<file path="src/rtl/conv_kernel_pos_gen_if.sv">
// Kernel boundary-flag type plus the pixel-in and flagged-pixel-out
// valid/ready stream interfaces used by conv_kernel_pos_gen.
package conv_pkg;
    typedef struct packed {
        logic n1;
        logic n2;
        logic s1;
        logic s2;
        logic w1;
        logic w2;
        logic e1;
        logic e2;
    } kernel_pos_t;
endpackage

interface conv_in_if;
    logic vld;
    logic sof;
    logic rdy;
    modport master (output vld, sof, input rdy);
    modport slave  (input vld, sof, output rdy);
endinterface

interface conv_out_if;
    import conv_pkg::*;
    logic        vld;
    logic        rdy;
    logic        sof;
    logic        eol;
    logic        eof;
    kernel_pos_t pos;
    modport master (output vld, sof, eol, eof, pos, input rdy);
    modport slave  (input vld, sof, eol, eof, pos, output rdy);
endinterface

</file>
<file path="src/rtl/conv_kernel_pos_gen.sv">
// Tags each raster-order kernel-centre pixel with image-border flags and
// frame markers; one registered stage with frame-sync checking.
module conv_kernel_pos_gen
    import conv_pkg::*;
#(
    parameter int IMG_W = 32,
    parameter int IMG_H = 32
) (
    input  logic        clk,
    input  logic        rst,
    conv_in_if.slave    in_if,
    conv_out_if.master  out_if,
    output logic        err_o
);
    localparam int CW = $clog2(IMG_W);
    localparam int RW = $clog2(IMG_H);
    localparam logic [CW-1:0] CMAX = CW'(IMG_W - 1);
    localparam logic [CW-1:0] CM2  = CW'(IMG_W - 2);
    localparam logic [RW-1:0] RMAX = RW'(IMG_H - 1);
    localparam logic [RW-1:0] RM2  = RW'(IMG_H - 2);

    typedef enum logic {IDLE, ACTIVE} state_e;

    state_e      state_q;
    logic [CW-1:0] col_q, col_d, col_b;
    logic [RW-1:0] row_q, row_d, row_b;
    logic        out_vld_q;
    logic        err_q;
    kernel_pos_t pos_q, pos_d;
    logic        sof_q, eol_q, eof_q;
    logic        sof_d, eol_d, eof_d;
    logic        acc, drop, emit, resync;

    assign in_if.rdy = ~rst & (~out_vld_q | out_if.rdy);
    assign acc       = in_if.vld & in_if.rdy;
    assign drop      = acc & (state_q == IDLE) & ~in_if.sof;
    assign emit      = acc & ~drop;
    assign resync    = acc & in_if.sof & (state_q == ACTIVE)
                     & ((col_q != '0) | (row_q != '0));

    // An sof beat always re-anchors the frame at (0,0).
    always_comb begin
        col_b    = in_if.sof ? '0 : col_q;
        row_b    = in_if.sof ? '0 : row_q;
        pos_d    = '0;
        pos_d.n2 = (row_b == '0);
        pos_d.n1 = (row_b == RW'(1));
        pos_d.s1 = (row_b == RM2);
        pos_d.s2 = (row_b == RMAX);
        pos_d.w2 = (col_b == '0);
        pos_d.w1 = (col_b == CW'(1));
        pos_d.e1 = (col_b == CM2);
        pos_d.e2 = (col_b == CMAX);
        sof_d    = (col_b == '0) & (row_b == '0);
        eol_d    = (col_b == CMAX);
        eof_d    = eol_d & (row_b == RMAX);
        col_d    = col_b + CW'(1);
        row_d    = row_b;
        if (col_b == CMAX) begin
            col_d = '0;
            row_d = (row_b == RMAX) ? '0 : row_b + RW'(1);
        end
    end

    always_ff @(posedge clk) begin
        if (rst) begin
            state_q   <= IDLE;
            col_q     <= '0;
            row_q     <= '0;
            out_vld_q <= 1'b0;
            pos_q     <= '0;
            sof_q     <= 1'b0;
            eol_q     <= 1'b0;
            eof_q     <= 1'b0;
            err_q     <= 1'b0;
        end else begin
            if (emit) begin
                col_q     <= col_d;
                row_q     <= row_d;
                pos_q     <= pos_d;
                sof_q     <= sof_d;
                eol_q     <= eol_d;
                eof_q     <= eof_d;
                out_vld_q <= 1'b1;
                state_q   <= eof_d ? IDLE : ACTIVE;
            end else if (out_if.rdy) begin
                out_vld_q <= 1'b0;
            end
            if (drop | resync) begin
                err_q <= 1'b1;
            end
        end
    end

    assign out_if.vld = out_vld_q;
    assign out_if.pos = pos_q;
    assign out_if.sof = sof_q;
    assign out_if.eol = eol_q;
    assign out_if.eof = eof_q;
    assign err_o      = err_q;

endmodule

</file>
<file path="src/flat_wrapper.sv">
// flat-port wrapper written by rule: the top's interface ports become plain ports
module conv_kernel_pos_gen_flat import conv_pkg::*;
#(
    parameter int IMG_W = 32,
    parameter int IMG_H = 32
)
  (clk, rst, err_o, in_if_vld, in_if_sof, in_if_rdy, out_if_vld, out_if_sof, out_if_eol, out_if_eof, out_if_pos, out_if_rdy);
  conv_in_if in_if_i ();
  conv_out_if out_if_i ();
  input  logic clk;
  input  logic rst;
  output logic err_o;
  input wire logic [$bits(in_if_i.vld)-1:0] in_if_vld;
  input wire logic [$bits(in_if_i.sof)-1:0] in_if_sof;
  output wire logic [$bits(in_if_i.rdy)-1:0] in_if_rdy;
  output wire logic [$bits(out_if_i.vld)-1:0] out_if_vld;
  output wire logic [$bits(out_if_i.sof)-1:0] out_if_sof;
  output wire logic [$bits(out_if_i.eol)-1:0] out_if_eol;
  output wire logic [$bits(out_if_i.eof)-1:0] out_if_eof;
  output wire logic [$bits(out_if_i.pos)-1:0] out_if_pos;
  input wire logic [$bits(out_if_i.rdy)-1:0] out_if_rdy;
  assign in_if_i.vld = in_if_vld;
  assign in_if_i.sof = in_if_sof;
  assign in_if_rdy = in_if_i.rdy;
  assign out_if_vld = out_if_i.vld;
  assign out_if_sof = out_if_i.sof;
  assign out_if_eol = out_if_i.eol;
  assign out_if_eof = out_if_i.eof;
  assign out_if_pos = out_if_i.pos;
  assign out_if_i.rdy = out_if_rdy;
  conv_kernel_pos_gen #(.IMG_W(IMG_W), .IMG_H(IMG_H)) u_core (.clk(clk), .rst(rst), .in_if(in_if_i), .out_if(out_if_i), .err_o(err_o));
endmodule
</file>
<file path="config.mk">
export PLATFORM = sky130hd
export DESIGN_NAME = conv_kernel_pos_gen_flat
export DESIGN_NICKNAME = d
export VERILOG_FILES = /design/src/rtl/conv_kernel_pos_gen_if.sv /design/src/rtl/conv_kernel_pos_gen.sv /design/src/flat_wrapper.sv
export SDC_FILE = /design/constraint.sdc
export NUM_CORES = 1
export LEC_CHECK = 0
export CAP_MARGIN = 10
export CORE_MARGIN = 4
export CORE_UTILIZATION = 55
export DETAILED_ROUTE_END_ITERATION = 8
export MAX_ROUTING_LAYER = met4
export PLACE_DENSITY = 0.83
export SLEW_MARGIN = 15
export SYNTH_ARGS = -nofsm -noshare
export SYNTH_HDL_FRONTEND = slang
export SYNTH_SLANG_ARGS = --single-unit
</file>
<file path="constraint.sdc">
create_clock -name clk -period 4.1 [get_ports clk]
set_input_delay 0.41 -clock clk [delete_from_list [all_inputs] [get_ports clk]]
set_output_delay 0.41 -clock clk [all_outputs]
set_load 0.1 [all_outputs]
</file>
==> results.yml <==
outcome:
  status: "complete, no violations"
logic_synthesis:
  yosys_warnings: 0
  ys_seq_area_share_pct: 38.7
  synth_nets: 157
  synth-edff-count: 0
  async_flop_share_pct: 0
  synth.distinct_cells: 36
  syn_area_per_cell_sq_um: 8.27
  synth-seq-cells: 23
  synth_cells: 144
  synth_ff_type: "dfxtp_1"
  mappedNetlistArea_sq_um: 1190
routing:
  drc: 0
  drt-total-wl_mm: 2.59
  drt-initial-drc-count: 41
  antenna_left: 0
  wire_per_inst_um: 13.8
  vias_per_cell: 5.74
  num_vias: 1074
  first_pass_iters: 4
placement:
  dp_hpwl_mm: 1.87
  finalWeightedCongestion: 0.854
  portBuffers: 18
clocking:
  cts_sinks: 23
  cts_setup_buffers: 0
  h-tree-depth: 1
  insertion_delay_ns: 0.31
  path_clk_slew_ns: 0.13
  tritoncts: "built"
  postCtsResizedCells: 0
  ctsLongestPathBuffers: 2
  hold_buffers: 0
  cts_buffers: 3
  root_buffer: "clkbuf_4"
grt:
  grt-ovfl-total: 0
  grt_max_degree: 25
  grt_usage_pct: 22.0
  antenna_found_initial: 0
  grt_pass1_vias: 1032
  grt_pass1_wl_mm: 4.68
critical_path:
  crit_slowest_cell: "nor4b_2"
  critPathMaxStageDelay_ns: 0.50
  cp_cell_sequence: "clkdlybuf4s50_1 -> buf_4 -> nand2b_1 -> inv_1 -> ha_1 -> and2_1 -> ha_1 -> nor4b_2 -> a21oi_1 -> a32o_1"
  path_max_fanout: 21
  cp_top_family: "simple AND/OR/NAND/NOR gates"
  crit_arrival_ns: 2.93
  worst-path-buf-inv: 3
  crit_type: "input pin to flop"
  startpoint_type: "input pin"
  cp_common_cell: "ha_1"
  end_kind: "flop"
  required_ns: 4.32
floorplanning:
  dieArea_sq_um: 2970
  ioPinCount: 19
  die_h_um: 54.5
  core_area_sq_um: 2000
  num_rows: 16
  start_util_pct: 59.5
  die_w_um: 54.5
timing:
  hold_viol: 0
  finalSetupViolCount: 0
  max_freq_ghz: 0.369
  clock_skew_ns: 0.0116
  maxSlewViolCount: 0
  finalCritPeriodShare_pct: 66.1
  slew_headroom_pct: 34.6
  tightestPinTransition_ns: 0.978
  rsz0062_at_grt: "false"
  tns_ns: 0
  period_needed_ns: 2.71
final_layout:
  area_growth_pct: 18.9
  fin_nets: 174
  fillCellCount: 163
  multi_input_area_sq_um: 673
  drive_gt1_share_pct: 6.88
  diodes: 0
  utilization_pct: 70.8
  regArea_sq_um: 460
flow_run:
  cap_violations: 0
pwr:
  power-per-cell-area_nw_per_um2: 284
  ir_drop_mv: 0.304
  leakagePower_nw: 0.498
  finalPower_w: 0.000402
worst_hold_path:
  hold_path.class: "flop to flop"
metrics by stage:
stage	instance area, sq um	hold slack, ns	setup WS [ns]	instances
floorplan	1190	0.458	1.38	144
global placement	1390	0.441	1.23	183
detailed placement	1390	0.445	1.11	183
CTS	1420	0.467	1.44	187
global route	1420	0.488	1.20	187
finish	1420	0.464	1.39	187
worst register-to-register path, cell delays in order (launching register included):
cell and delay [ns]:
dfxtp_1 0.41, nand2b_1 0.12, inv_1 0.11, ha_1 0.21, and2_1 0.15, ha_1 0.35
nor4b_2 0.50, a21oi_1 0.12, a32o_1 0.28
final timing paths:
| check | startpoint | end | slack, ns | depth (start not counted) |
|---|---|---|---|---|
| min | u_core.out_if.sof$_SDFFE_PP0P_ | u_core.out_if.sof$_SDFFE_PP0P_ | 0.46 | 2 |
| max reg2reg | u_core.col_q[0]$_SDFFE_PP0P_ | u_core.row_q[1]$_SDFFE_PP0P_ | 1.76 | 8 |
| max | in_if_sof | u_core.row_q[1]$_SDFFE_PP0P_ | 1.39 | 10 |
| min reg2reg | u_core.out_if.sof$_SDFFE_PP0P_ | u_core.out_if.sof$_SDFFE_PP0P_ | 0.46 | 2 |
placed cells by master (no fill, tap or decap), types with 3 or more instances in the layout:
cell type,synthesis,routed
clkdlybuf4s50_1,0,17
nor2_1,10,10
clkbuf_4,0,3
nand3_1,5,5
o21ai_0,3,3
nand2b_1,5,5
dfxtp_1,23,23
nand2_1,20,20
ha_1,8,8
nor2b_1,3,3
buf_4,1,4
a31oi_1,4,4
nor3_1,5,5
inv_1,5,5
nand4_1,3,3
a21oi_1,16,16
layer usage:
metal / part of all wire [%] / vias to the layer above / track usage, % / routed length [um]
met2: 45 / 38 / 32.9 / 1170
met5: 0 / - / - / 0
met3: 7.2 / 4 / 5.45 / 185
met1: 47 / 490 / 30.3 / 1200
li1: - / 542 / - / -
met4: 1.2 / 0 / 3.73 / 30
kinds of logic (layout without fill, tap and decap cells):
family          Yosys count  count (layout)  share of synthesized area [%]
buf+inv                  14              30                           4.83
flops                    23              23                           38.7
fa+ha+maj                 8               8                           8.40
xor+xnor                  2               2                           1.47
simple gates             63              63                           28.7
compound gates           33              33                           17.1
mux                       1               1                          0.840
synthesized netlist by cell type, types with 2 or more instances:
| cell type | n | share of area [%] |
|---|---|---|
| inv_1 | 5 | 1.6 |
| a32o_1 | 2 | 1.7 |
| nand3_1 | 5 | 2.1 |
| nand3b_1 | 2 | 1.3 |
| nor4_1 | 2 | 1.1 |
| o211ai_1 | 2 | 1.3 |
| o21ai_0 | 3 | 1.3 |
| clkbuf_1 | 5 | 1.6 |
| nor2b_1 | 3 | 1.6 |
| buf_1 | 2 | 0.63 |
| dfxtp_1 | 23 | 39 |
| ha_1 | 8 | 8.4 |
| xnor2_1 | 2 | 1.5 |
| nand2b_1 | 5 | 2.6 |
| a21oi_1 | 16 | 6.7 |
| or4b_1 | 2 | 1.7 |
| nand4_1 | 3 | 1.6 |
| nor3_1 | 5 | 2.1 |
| a31oi_1 | 4 | 2.1 |
| nor2_1 | 10 | 3.2 |
| nand2_1 | 20 | 6.3 |
power by group:
part	leakage (nW)	switching, W	total (W)	internal [W]
sequential	0.186	0.00000270	0.000231	0.000228
combinational	0.298	0.0000487	0.0000678	0.0000191
clock	0.0139	0.0000668	0.000104	0.0000372
total	0.498	0.000118	0.000402	0.000284
registers in the layout, summed over array words and instances, names as in the netlist:
name,cells
u_core.out_if.sof,1
u_core.out_if.vld,1
u_core.out_if.eof,1
u_core.err_o,1
u_core.col_q,5
u_core.out_if.pos,8
u_core.state_q,1
u_core.row_q,5
area by class of cell:
class / instances / area share (%)
sequential: 23 / 32.5
multi-input combinational: 107 / 47.5
clock inverter: 1 / 0.530
inverter: 5 / 1.33
timing repair buffer: 21 / 14.1
tap: 27 / 2.39
clock buffer: 3 / 1.59
(Power assumes the default switching activity.)
